**config.mk**
```make
export PLATFORM = sky130hd
export DESIGN_NAME = id_stage
export DESIGN_NICKNAME = d
export VERILOG_FILES = /design/src/rtl/id_stage_pkg.sv /design/src/rtl/id_stage_register_file.sv /design/src/rtl/id_stage.sv
export SDC_FILE = /design/constraint.sdc
export NUM_CORES = 2
export LEC_CHECK = 0
export BUFFER_PORTS_ARGS = -buffer_cell sky130_fd_sc_hd__buf_2
export CORE_UTILIZATION = 27
export CTS_BUF_LIST = sky130_fd_sc_hd__clkbuf_8 sky130_fd_sc_hd__clkbuf_16
export DETAILED_ROUTE_END_ITERATION = 16
export GPL_TIMING_DRIVEN = 1
export HOLD_SLACK_MARGIN = 0.12
export PLACE_DENSITY = 0.5
export SYNTH_ARGS = -nofsm -noshare
export SYNTH_HDL_FRONTEND = slang
export SYNTH_HIERARCHICAL = 1
export SYNTH_SLANG_ARGS = --single-unit
```
**constraint.sdc**
```tcl
create_clock -name clk -period 3.3 [get_ports clk]
set_input_delay 0.33 -clock clk [delete_from_list [all_inputs] [get_ports clk]]
set_output_delay 0.33 -clock clk [all_outputs]
set_load 0.05 [all_outputs]
```
**src/rtl/id_stage_pkg.sv**
```systemverilog
// mips_defs: shared decode constants for the MIPS decode stage.
//   - opcode / funct encodings for the supported instruction subset
//   - exe_cmd_e: ALU command encoding carried into execute (NOP = 0)
//   - NOP_INSTR: the all-zero instruction written into squashed slots
//   - REG_IDX_W: architectural register index width
package mips_defs;

    localparam int REG_IDX_W = 5;

    localparam logic [5:0] OP_RTYPE = 6'h00;
    localparam logic [5:0] OP_BEQ   = 6'h04;
    localparam logic [5:0] OP_BNE   = 6'h05;
    localparam logic [5:0] OP_ADDI  = 6'h08;
    localparam logic [5:0] OP_LW    = 6'h23;
    localparam logic [5:0] OP_SW    = 6'h2B;

    localparam logic [5:0] FN_ADD   = 6'h20;
    localparam logic [5:0] FN_SUB   = 6'h22;
    localparam logic [5:0] FN_AND   = 6'h24;
    localparam logic [5:0] FN_OR    = 6'h25;
    localparam logic [5:0] FN_SLT   = 6'h2A;

    typedef enum logic [3:0] {
        EXE_NOP = 4'd0,
        EXE_ADD = 4'd1,
        EXE_SUB = 4'd2,
        EXE_AND = 4'd3,
        EXE_OR  = 4'd4,
        EXE_SLT = 4'd5
    } exe_cmd_e;

    localparam logic [31:0] NOP_INSTR = 32'h0000_0000;

endpackage

```
**src/rtl/id_stage_register_file.sv**
```systemverilog
// Register_file: REG_COUNT x WIDTH architectural registers.
//   clk, rst (async active-low, clears every register)
//   rd_addr1/rd_data1, rd_addr2/rd_data2 : asynchronous read ports
//   wr_en, wr_addr, wr_data              : synchronous write port
// Register 0 always reads 0 and ignores writes.
// Build option ID_WB_BYPASS_EN: a read of the register being written this
// cycle returns wr_data instead of the stored (old) value.
module Register_file
    import mips_defs::*;
#(
    parameter int WIDTH     = 32,
    parameter int REG_COUNT = 32,
    parameter int AW        = $clog2(REG_COUNT)
) (
    input  logic             clk,
    input  logic             rst,
    input  logic [AW-1:0]    rd_addr1,
    input  logic [AW-1:0]    rd_addr2,
    output logic [WIDTH-1:0] rd_data1,
    output logic [WIDTH-1:0] rd_data2,
    input  logic             wr_en,
    input  logic [AW-1:0]    wr_addr,
    input  logic [WIDTH-1:0] wr_data
);

    logic [WIDTH-1:0] regs [REG_COUNT];

    always_ff @(posedge clk or negedge rst) begin
        if (!rst) begin
            for (int i = 0; i < REG_COUNT; i++) regs[i] <= '0;
        end else if (wr_en && (wr_addr != '0)) begin
            regs[wr_addr] <= wr_data;
        end
    end

    always_comb begin
        rd_data1 = (rd_addr1 == '0) ? '0 : regs[rd_addr1];
        rd_data2 = (rd_addr2 == '0) ? '0 : regs[rd_addr2];
`ifdef ID_WB_BYPASS_EN
        if (wr_en && (wr_addr != '0) && (wr_addr == rd_addr1)) rd_data1 = wr_data;
        if (wr_en && (wr_addr != '0) && (wr_addr == rd_addr2)) rd_data2 = wr_data;
`endif
    end

endmodule

```
**src/rtl/id_stage.sv**
```systemverilog
// id_stage: MIPS instruction-decode stage.
//   Inputs : clk, rst (async active-low), PC_in/instruction_in from fetch,
//            WB_en/WB_dest/WB_value from write-back.
//   Outputs: Br_taken/Br_offset (combinational redirect to fetch), and the
//            registered ID/EX latch: PC_out, val1, val2, imm_ext, dest,
//            src1, src2, EXE_cmd, MEM_R_en, MEM_W_en, WB_en_out, valid_out.
// Build option ID_WB_BYPASS_EN (handled inside Register_file): same-cycle
// write-back data is forwarded to operand reads and the branch compare.
module id_stage
    import mips_defs::*;
#(
    parameter int WIDTH     = 32,
    parameter int REG_COUNT = 32
) (
    input  logic                         clk,
    input  logic                         rst,
    input  logic [31:0]                  PC_in,
    input  logic [31:0]                  instruction_in,
    input  logic                         WB_en,
    input  logic [$clog2(REG_COUNT)-1:0] WB_dest,
    input  logic [WIDTH-1:0]             WB_value,
    output logic                         Br_taken,
    output logic [15:0]                  Br_offset,
    output logic [31:0]                  PC_out,
    output logic [WIDTH-1:0]             val1,
    output logic [WIDTH-1:0]             val2,
    output logic [WIDTH-1:0]             imm_ext,
    output logic [$clog2(REG_COUNT)-1:0] dest,
    output logic [$clog2(REG_COUNT)-1:0] src1,
    output logic [$clog2(REG_COUNT)-1:0] src2,
    output logic [3:0]                   EXE_cmd,
    output logic                         MEM_R_en,
    output logic                         MEM_W_en,
    output logic                         WB_en_out,
    output logic                         valid_out
);

    localparam int AW = $clog2(REG_COUNT);

    logic             if_valid;
    logic [31:0]      if_pc;
    logic [31:0]      if_instr;

    logic [5:0]       op;
    logic [5:0]       funct;
    logic [AW-1:0]    rs, rt, rd;
    logic [WIDTH-1:0] rs_val, rt_val, imm_val;

    exe_cmd_e         d_cmd;
    logic             d_mem_r, d_mem_w, d_wb;
    logic [AW-1:0]    d_dest;
    logic             is_beq, is_bne;

    assign op      = if_instr[31:26];
    assign funct   = if_instr[5:0];
    assign rs      = if_instr[21 +: AW];
    assign rt      = if_instr[16 +: AW];
    assign rd      = if_instr[11 +: AW];
    assign imm_val = {{(WIDTH-16){if_instr[15]}}, if_instr[15:0]};

    Register_file #(.WIDTH(WIDTH), .REG_COUNT(REG_COUNT)) u_rf (
        .clk      (clk),
        .rst      (rst),
        .rd_addr1 (rs),
        .rd_addr2 (rt),
        .rd_data1 (rs_val),
        .rd_data2 (rt_val),
        .wr_en    (WB_en),
        .wr_addr  (WB_dest),
        .wr_data  (WB_value)
    );

    // A taken branch turns the instruction fetched behind it into a bubble.
    always_ff @(posedge clk or negedge rst) begin
        if (!rst) begin
            if_valid <= 1'b0;
            if_pc    <= '0;
            if_instr <= NOP_INSTR;
        end else if (Br_taken) begin
            if_valid <= 1'b0;
            if_pc    <= PC_in;
            if_instr <= NOP_INSTR;
        end else begin
            if_valid <= 1'b1;
            if_pc    <= PC_in;
            if_instr <= instruction_in;
        end
    end

    // Invalid slots and unsupported encodings fall through as NOP.
    always_comb begin
        d_cmd   = EXE_NOP;
        d_mem_r = 1'b0;
        d_mem_w = 1'b0;
        d_wb    = 1'b0;
        d_dest  = '0;
        is_beq  = 1'b0;
        is_bne  = 1'b0;
        if (if_valid) begin
            case (op)
                OP_RTYPE: begin
                    case (funct)
                        FN_ADD:  begin d_cmd = EXE_ADD; d_wb = 1'b1; d_dest = rd; end
                        FN_SUB:  begin d_cmd = EXE_SUB; d_wb = 1'b1; d_dest = rd; end
                        FN_AND:  begin d_cmd = EXE_AND; d_wb = 1'b1; d_dest = rd; end
                        FN_OR:   begin d_cmd = EXE_OR;  d_wb = 1'b1; d_dest = rd; end
                        FN_SLT:  begin d_cmd = EXE_SLT; d_wb = 1'b1; d_dest = rd; end
                        default: ;
                    endcase
                end
                OP_ADDI: begin d_cmd = EXE_ADD; d_wb = 1'b1; d_dest = rt; end
                OP_LW:   begin d_cmd = EXE_ADD; d_wb = 1'b1; d_mem_r = 1'b1; d_dest = rt; end
                OP_SW:   begin d_cmd = EXE_ADD; d_mem_w = 1'b1; end
                OP_BEQ:  is_beq = 1'b1;
                OP_BNE:  is_bne = 1'b1;
                default: ;
            endcase
        end
    end

    // Offset is relative to fetch's current PC (branch PC + 4); only
    // imm[13:0] fits in 16 bits after the word shift.
    assign Br_taken  = (is_beq && (rs_val == rt_val)) || (is_bne && (rs_val != rt_val));
    assign Br_offset = Br_taken ? {if_instr[13:0], 2'b00} : 16'h0000;

    always_ff @(posedge clk or negedge rst) begin
        if (!rst) begin
            PC_out    <= '0;
            val1      <= '0;
            val2      <= '0;
            imm_ext   <= '0;
            dest      <= '0;
            src1      <= '0;
            src2      <= '0;
            EXE_cmd   <= EXE_NOP;
            MEM_R_en  <= 1'b0;
            MEM_W_en  <= 1'b0;
            WB_en_out <= 1'b0;
            valid_out <= 1'b0;
        end else begin
            PC_out    <= if_pc;
            val1      <= rs_val;
            val2      <= rt_val;
            imm_ext   <= imm_val;
            dest      <= d_dest;
            src1      <= rs;
            src2      <= rt;
            EXE_cmd   <= d_cmd;
            MEM_R_en  <= d_mem_r;
            MEM_W_en  <= d_mem_w;
            WB_en_out <= d_wb;
            valid_out <= if_valid;
        end
    end

endmodule

```
==> results.sh <==
export IMPL_status="finished with violations"
export IMPL_violations="negative setup slack"
export IMPL_fin_util_pct=35.5
export IMPL_io_buffers=268
export IMPL_drive_above_1_share_pct=58.8
export IMPL_clock_sinks=1223
export IMPL_power_density_mw_per_mm2=597
export IMPL_dpl_cell_area_mm2=0.0699
export IMPL_dp_cells=7362
export IMPL_grt_start_max_net_pins=112
export IMPL_yosysTopAreaCell="dfrtp_1"
export IMPL_finalSetupViolations=48
export IMPL_slew_violations=0
export IMPL_critPathBufInv=8
export IMPL_grt_pass1_wl_um=338000
export IMPL_drc_errors=0
export IMPL_path_clk_slew_ns=0.06
export IMPL_rows=173
export IMPL_setup_slack_ns=-2.17
export IMPL_cts_tree="built"
export IMPL_clk_latency_ns=0.83
export IMPL_cpLargestDelayFamily="simple AND/OR/NAND/NOR gates"
export IMPL_totalPowerFinal_mw=47.1
export IMPL_cp_slowest_cell="or4_4"
export IMPL_slowest_delay_ns=0.60
export IMPL_num_vias=41600
export IMPL_dr_pass1_iters=5
export IMPL_crit_required_ns=2.97
export IMPL_die_w_um=476
export IMPL_dp_hpwl_um=152000
export IMPL_dpl_worst_slack_ns=-1.95
export IMPL_fillers=21300
export IMPL_fmax_ghz=0.183
export IMPL_cts_buffer_depth=3
export IMPL_design_area_mm2=0.0790
export IMPL_cts_htree_levels=4
export IMPL_final_common_cell="dfrtp_1"
export IMPL_synth_area_top_cells="dfrtp_1 51%, mux2_2 19%, mux4_2 17%"
export IMPL_grt_antenna_before_repair=24
export IMPL_post_drt_wl_per_cell_um=30.3
export IMPL_ir_drop_mv=0.584
export IMPL_hold_viol=0
export IMPL_fin_setup_tns_ns=-73.44
export IMPL_cp_end_kind="output pin"
export IMPL_hold_slack_ns=0.173
export IMPL_p_leak_nw=34.5
export IMPL_worstPathMaxFanout=10
export IMPL_gp_congestion=0.835
export IMPL_rsz0062_at_grt="yes"
export IMPL_yosysUniqueCellTypes=50
export IMPL_cp_common_cell="buf_4"
export IMPL_skew_ns=0.0377
export IMPL_nets=4868
export IMPL_synth_top_area_share_pct=50.5
export IMPL_seq_area_frac_synth_pct=50.5
export IMPL_grt_util_all_layers_pct=21.0
export IMPL_core_mm2=0.223
export IMPL_fin_crit_sh_pct=166
export IMPL_grt_pass1_vias=43000
export IMPL_cp_start_kind="flip-flop"
export IMPL_final_cells=7862
export IMPL_synthesis_area_mm2=0.0606
export IMPL_worstHoldPathType="input port to flip-flop"
export IMPL_synthArstFlopShare_pct=100
export IMPL_slew_headroom_pct=30.3
export IMPL_ys_ff_latch=1223
export IMPL_cp_arrival_ns=5.14
export IMPL_path_class="flip-flop to output pin"
export IMPL_grt_overflow=0
export IMPL_dieHeight_um=476
export IMPL_dieArea_mm2=0.226
export IMPL_synth_warnings=6
export IMPL_ys_flop_type="dfrtp_1"
export IMPL_initial_utilization_pct=27.2
export IMPL_synth_enable_flop_cells=0
export IMPL_postSynthCellCount=3994
export IMPL_cap_violations=0
export IMPL_final_cell_mix="1,213 x dfrtp_1, 994 x mux2_2, 495 x buf_4"
export IMPL_area_growth_pct=30.3
export IMPL_ant_nets=0
export IMPL_cts_buffers=150
export IMPL_io_pins=272
export IMPL_root_buffer="clkbuf_16"
export IMPL_drt_first_iter_violations=3500
export IMPL_tightestPinTransition_ns=1.05
export IMPL_fin_crit_ns=5.47
export IMPL_syn_area_per_cell_um2=15.2
export IMPL_routed_wl_um=238000
export IMPL_viasPerCell=5.29
export IMPL_crit_chain="buf_6, buf_8, or4_4, buf_12, o21ai_1, a311oi_1, buf_4, xor2_4, nor4_2, buf_4, nand4_1, buf_4, or4_4, clkbuf_16, a21boi_4, buf_6"
==> cell families (layout without fill, tap and decap cells) <==
family	count (synthesis)	count (layout)	share of synthesized area, %
compound gates	393	393	4.71
other cells	1	7	0.00619
xor+xnor	33	33	0.477
simple gates	245	246	2.20
flops	1223	1223	50.5
mux	1633	1633	38.4
buf+inv	466	1352	3.71
==> layout make-up <==
cell class | instances | area [um^2] | share of cell area, %
multi-input cells | 2308 | 29100 | 36.9
repair buffers | 1075 | 10300 | 13.1
flip-flops and latches | 1223 | 30600 | 38.8
well taps | 2975 | 3720 | 4.71
diodes | 4 | 10.0 | 0.0127
inverters | 6 | 27.5 | 0.0349
clock inverters | 76 | 717 | 0.908
clock buffers | 195 | 4410 | 5.58
==> registers in the layout (all words and copies together) (netlist names) <==
register / count
u_rf/regs: 1024
PC_out: 32
if_instr: 32
if_pc: 32
val1: 32
val2: 32
imm_ext: 16
dest: 5
src1: 5
src2: 5
EXE_cmd: 3
MEM_R_en: 1
MEM_W_en: 1
WB_en_out: 1
if_valid: 1
valid_out: 1
==> metal layers <==
metal,part of all wire [%],GRT usage (%),vias up
li1,-,-,16900
met5,0.028,0,-
met2,48,34.3,1502
met3,5.0,3.39,452
met4,4.4,9.21,10
met1,42,27.5,22800
==> path summary, 6_finish.rpt <==
check / from / end / slack (ns) / cells past startpoint
max in group asynchronous: rst / if_instr[23] / 2.30 / 3
hold reg to reg: if_pc[10] / PC_out[10] / 0.34 / 0
min in group asynchronous: rst / u_rf/regs[76] / 0.26 / 3
hold / removal: WB_value[29] / u_rf/regs[573] / 0.17 / 2
setup / recovery: if_instr[21] / Br_offset[15] / -2.17 / 16
setup reg to reg: if_instr[21] / if_instr[27] / -1.33 / 21
==> synth_stat cells, types with 2 or more instances <==
library cell	instances
or4_4	3
nor3_1	5
and3_1	35
o21ai_1	9
xor2_1	32
nor2b_1	73
o21ai_0	102
a22oi_1	69
dfrtp_1	1223
or2_2	4
and2_1	2
o2111ai_1	18
a311oi_1	64
a211oi_1	64
a221oi_1	46
nand2b_1	7
a21boi_2	6
mux2i_1	129
a21oi_2	3
nor2_1	32
buf_6	7
nand3_1	5
mux2_1	59
nand4_1	2
clkbuf_1	209
inv_1	6
nor4_1	11
nand2_1	57
a21oi_1	3
or3_1	2
mux4_2	448
a21boi_0	5
mux2_2	997
buf_4	62
buf_2	168
buf_1	13
==> repair_timing <==
action,4_1_cts,5_1_grt
resized for setup,234,75
endpoints found under the setup margin,48,48
pin swaps,39,27
endpoints found under the hold margin,1288,0
gates cloned,20,2
setup buffers,63,31
hold buffers,115,0
==> report_power, final <==
group	switching [mW]	internal, mW	leakage (nW)
clock	7.04	10.1	2.61
combinational	4.79	5.70	16.3
sequential	1.89	17.6	15.5
total	13.7	33.4	34.5
Power figures use the tool's default switching activity.
